$ cat src/rtl/plic_gateway_bank.sv
// Interrupt gateway bank: per-source IDLE/PENDING/CLAIMED lifecycle plus a lowest-ID-wins top selector.
// Define PLIC_GATEWAY_EDGE_EN for edge-triggered sources with a rearm bit; level-sensitive otherwise.
module plic_gateway_bank #(
  parameter int NSRC = 8,
  parameter int IDW  = 4
) (
  input  logic            clock,
  input  logic            reset,
  input  logic [NSRC-1:0] io_src,
  input  logic            io_claim_valid,
  input  logic [IDW-1:0]  io_claim_id,
  input  logic            io_complete_valid,
  input  logic [IDW-1:0]  io_complete_id,
  output logic [NSRC-1:0] io_pending,
  output logic [NSRC-1:0] io_inflight,
  output logic            io_top_valid,
  output logic [IDW-1:0]  io_top_id
);

  // One-hot-ish encoding so pending/inflight are direct flop bits.
  typedef enum logic [1:0] {
    IDLE    = 2'b00,
    PENDING = 2'b01,
    CLAIMED = 2'b10
  } src_state_e;

  src_state_e      state_q [NSRC];
  src_state_e      state_d [NSRC];
  logic [NSRC-1:0] trigger;
  logic [NSRC-1:0] claim_hit;
  logic [NSRC-1:0] complete_hit;
  logic [IDW-1:0]  top_id_d;

  // IDs 0 and >NSRC never equal any i+1, so those strobes fall through untouched.
  for (genvar i = 0; i < NSRC; i++) begin : g_match
    assign claim_hit[i]    = io_claim_valid    && (io_claim_id    == IDW'(i + 1));
    assign complete_hit[i] = io_complete_valid && (io_complete_id == IDW'(i + 1));
  end

`ifdef PLIC_GATEWAY_EDGE_EN
  logic [NSRC-1:0] src_prev_q;
  logic [NSRC-1:0] rearm_q;
  logic [NSRC-1:0] rearm_d;

  always_ff @(posedge clock) begin
    if (reset) begin
      src_prev_q <= '0;
      rearm_q    <= '0;
    end else begin
      src_prev_q <= io_src;
      rearm_q    <= rearm_d;
    end
  end

  assign trigger = io_src & ~src_prev_q;
`else
  assign trigger = io_src;
`endif

  always_comb begin
    for (int i = 0; i < NSRC; i++) begin
      // NOTE: every combinational output is defaulted before the case so no path leaves it unassigned (no latch).
      state_d[i] = state_q[i];
`ifdef PLIC_GATEWAY_EDGE_EN
      rearm_d[i] = rearm_q[i];
`endif
      unique case (state_q[i])
        IDLE:    if (trigger[i]) state_d[i] = PENDING;
        PENDING: if (claim_hit[i]) state_d[i] = CLAIMED;
        CLAIMED: begin
`ifdef PLIC_GATEWAY_EDGE_EN
          // An edge seen while claimed is remembered and replayed on completion.
          if (complete_hit[i]) begin
            state_d[i] = (rearm_q[i] || trigger[i]) ? PENDING : IDLE;
            rearm_d[i] = 1'b0;
          end else if (trigger[i]) begin
            rearm_d[i] = 1'b1;
          end
`else
          if (complete_hit[i]) state_d[i] = IDLE;
`endif
        end
        default: state_d[i] = IDLE;
      endcase
    end
  end

  always_comb begin
    for (int i = 0; i < NSRC; i++) begin
      io_pending[i]  = (state_q[i] == PENDING);
      io_inflight[i] = (state_q[i] == CLAIMED);
    end
  end

  // Scan high-to-low so the lowest pending index is the last writer.
  always_comb begin
    top_id_d = '0;
    for (int i = NSRC - 1; i >= 0; i--) begin
      if (io_pending[i]) top_id_d = IDW'(i + 1);
    end
  end

  always_ff @(posedge clock) begin
    if (reset) begin
      // NOTE: the state array is small control state, not storage, so every entry is reset.
      state_q      <= '{default: IDLE};
      io_top_valid <= 1'b0;
      io_top_id    <= '0;
    end else begin
      // NOTE: non-blocking assignments keep all flops sampling pre-edge values regardless of statement order.
      state_q      <= state_d;
      io_top_valid <= |io_pending;
      io_top_id    <= top_id_d;
    end
  end

endmodule

$ cat config.mk
export PLATFORM = sky130hd
export DESIGN_NAME = plic_gateway_bank
export DESIGN_NICKNAME = d
export VERILOG_FILES = /design/src/rtl/plic_gateway_bank.sv
export SDC_FILE = /design/constraint.sdc
export NUM_CORES = 1
export LEC_CHECK = 0
export BUFFER_PORTS_ARGS = -buffer_cell sky130_fd_sc_hd__buf_2
export CAP_MARGIN = 40
export CORE_MARGIN = 2
export CORE_UTILIZATION = 30
export DETAILED_ROUTE_END_ITERATION = 10
export HOLD_SLACK_MARGIN = 0.08
export PLACE_DENSITY_LB_ADDON = 0.1
export SLEW_MARGIN = 20
export SYNTH_ARGS = -nofsm -noshare
export SYNTH_HDL_FRONTEND = slang
export SYNTH_SLANG_ARGS = --single-unit
$ cat constraint.sdc
create_clock -name clock -period 1.4 [get_ports clock]
set_clock_uncertainty 0.05 [all_clocks]
set_input_delay 0.14 -clock clock [delete_from_list [all_inputs] [get_ports clock]]
set_output_delay 0.14 -clock clock [all_outputs]
set_load 0.005 [all_outputs]
==> results.py <==
metrics = {
    "synthesis": {
        "synth_area_um2": 1099,
        "ys_seq_area_frac": 0.3827,
        "synth_cell_type_count": 37,
        "ys_seq_elements": 21,
        "muxShareOfSynthArea": 0,
        "synth_top_family_by_area": "simple AND/OR/NAND/NOR gates",
        "synth_xor_area_frac": 0,
        "synth_area_per_cell_um2": 8.931,
        "yosysWarnings": 0,
        "netlist_instances": 123,
        "synth-simple-area-share": 0.3371,
        "syn-num-nets": 143,
        "synth_fa_ha_area_frac": 0,
        "synth_compound_area_frac": 0.1891,
    },
    "critical_path": {
        "r2r_cells": 4,
        "crit_path_max_fanout": 9,
        "worstSetupStartpoint": "io_claim_id[3]",
        "crit_type": "in -> reg",
        "start_kind": "input port",
        "regToRegSetupSlack_ns": 0.15,
        "crit_end": "state_q[8]$_SDFFE_PP0P_",
        "r2r-start": "state_q[3]$_SDFFE_PP0P_",
        "r2r_end": "io_top_id[2]$_SDFF_PP0_",
        "arrival_ns": 1.51,
        "required_ns": 1.57,
        "cp-end-kind": "flop",
    },
    "route": {
        "wl_met3_um": 176,
        "routed.top_layer": "met3",
        "wl_met1_um": 1461,
        "drc_errors": 0,
        "viasPerCell": 5.081,
        "vias": 1072,
        "routed-wl-met2_um": 1375,
        "wirelength_um": 3013,
        "drtPass1Iterations": 4,
        "ant_nets": 0,
        "wl_per_cell_um": 14.28,
        "drt_iter0_markers": 44,
    },
    "die": {
        "dieWidth_um": 64.52,
        "die_area_um2": 4162,
        "core_area_um2": 3416,
        "pin_count": 41,
        "start_util": 0.3216,
        "num_rows": 21,
        "die_height_um": 64.52,
    },
    "power": {
        "powerDensity_nw_per_um2": 829.8,
        "finalPower_mw": 1.194,
        "p_leak_nw": 0.6535,
        "max-vdd-ir-drop_uv": 556.9,
    },
    "place": {
        "place.gp.congestion": 0.7462,
        "io_buffers": 40,
        "dpl_cell_area_um2": 1286,
        "dp_hpwl_um": 2274,
    },
    "clock_tree": {
        "h-tree-depth": 1,
        "root_buffer": "clkbuf_4",
        "cts_tree": "built",
        "clkTransAtPathRegs_ns": 0.13,
        "cts_buffers": 3,
        "clock-sinks": 21,
        "clk-insertion-delay-late_ns": 0.31,
        "clk_path_buf_depth": 2,
        "post_cts_buffers": 0,
    },
    "min_path": {
        "hold_path.class": "in -> reg",
        "whs_path_depth": 3,
        "hp-start": "io_src[7]",
    },
    "timing": {
        "tightest_slew_ns": 0.3708,
        "max_slew_margin": 0.7493,
        "drv_slew": 0,
        "fmax_mhz": 746.3,
        "period_minus_slack_ns": 1.340,
        "fin_tns_setup_ns": 0,
        "rsz0062_at_grt": "yes",
        "setup_viol": 0,
        "hold_viol_final": 0,
        "fin_crit_sh": 0.9571,
        "holdWs_ns": 0.09161,
    },
    "finish": {
        "syn_to_final_growth_pct": 30.98,
        "mostFrequentLayoutCell": "buf_2",
        "fin_area_um2": 1439,
        "antenna_cells": 0,
        "fin_nets": 186,
        "drive_gt1_frac": 0.3576,
        "layout_common_cells": "buf_2, dfxtp_1, nor2_1",
    },
    "grt": {
        "grt.total_usage": 0.1541,
        "grt_max_degree": 13,
        "grt_pass1_wl_um": 4995,
        "grt_pass1_vias": 1034,
        "antenna_found_initial": 0,
        "grt_overflow": 0,
    },
    "status": {
        "status": "completed",
    },
    "flow_run": {
        "maxCapViolCount": 0,
    },
}
[worst min path at each step]
stage                          endpoint  slack, ns
3_5_place_dp    state_q[6]$_SDFFE_PP0P_       0.32
3_3_place_gp    state_q[6]$_SDFFE_PP0P_       0.31
4_1_cts        state_q[11]$_SDFFE_PP0P_       0.09
2_1_floorplan   state_q[0]$_SDFFE_PP0P_       0.20
6_report        state_q[0]$_SDFFE_PP0P_       0.09
5_1_grt        state_q[12]$_SDFFE_PP0P_       0.11
[power by group]
part	internal (mW)	switching (mW)
sequential	0.628	0.0216
clock	0.107	0.203
combinational	0.115	0.119
[per-stage QoR]
stage | util | std cells | setup slack, ns
finish | 0.4212 | 211 | 0.06006
detailed placement | 0.3766 | 199 | 0.1545
global placement | 0.3766 | 199 | 0.1393
floorplan | - | 123 | 0.2557
global route | 0.4212 | 211 | -0.004094
CTS | 0.4161 | 213 | 0.01047
[critical path, cell delays in order]
cell and delay [ns]:
dlygate4sd3_1 0.59, nor2b_1 0.06, buf_4 0.17, and3b_2 0.22
a2111oi_4 0.33
[state kept, by name (all words and copies together), names as in the netlist]
name	flops
io_top_id	4
io_top_valid	1
state_q	16
[cell families (layout without fill, tap and decap cells)]
family,Yosys count,count (layout)
buf+inv,16,58
simple gates,58,58
flops,21,21
compound gates,28,28
[synth_stat cells]
library cell  count  share of area
o211ai_1          3          0.020
buf_2             2         0.0091
o31a_1            1         0.0080
nand2b_1          5          0.028
inv_2             2         0.0068
nand2_1           2         0.0068
buf_1             1         0.0034
nand3_1           1         0.0046
nor4_4            1          0.019
a32o_1            1         0.0091
or3b_1            1         0.0080
nor2b_2           1         0.0080
and4b_1           1         0.0091
o311ai_0          1         0.0080
nor2b_1          15          0.085
nor2_1           13          0.044
and3b_1           2          0.016
nor4b_1           2          0.016
buf_6             1          0.010
a2111oi_2         1          0.014
o21ai_0           5          0.023
a21oi_1           4          0.018
nand4b_1          1         0.0080
buf_4             8          0.055
a211oi_1          1         0.0068
o211a_1           3          0.027
dfxtp_1          21           0.38
a31oi_1           2          0.011
a211o_1           1         0.0080
o31ai_1           4          0.027
and4_1            2          0.016
inv_1             2         0.0068
nand3b_1          3          0.020
nor4_1            1         0.0057
and2b_1           1         0.0068
a41oi_1           1         0.0080
nand4_1           6          0.034
[per-layer routing]
metal | up-vias | global-route usage
li1 | 530 | -
met1 | 511 | 0.1979
met2 | 31 | 0.2604
met3 | 0 | 0.03993
met4 | 0 | 0.03191
met5 | - | 0
[final cells by class]
type	instances	area, um^2
timing repair buffer	50	300.3
tap	46	57.56
multi-input combinational	86	615.6
sequential	21	422.9
clock inverter	1	5.005
inverter	4	15.01
fill	352	1977
clock buffer	3	22.52
[repair_timing]
| action | 4_1_cts | 5_1_grt |
|---|---|---|
| gates cloned | 0 | 0 |
| endpoints found under the hold margin | 12 | 0 |
| resized for setup | 3 | 9 |
| hold buffers | 10 | 0 |
| endpoints found under the setup margin | 3 | 6 |
| pin swaps | 0 | 0 |
Note: power is estimated with default switching activity, not from simulation.
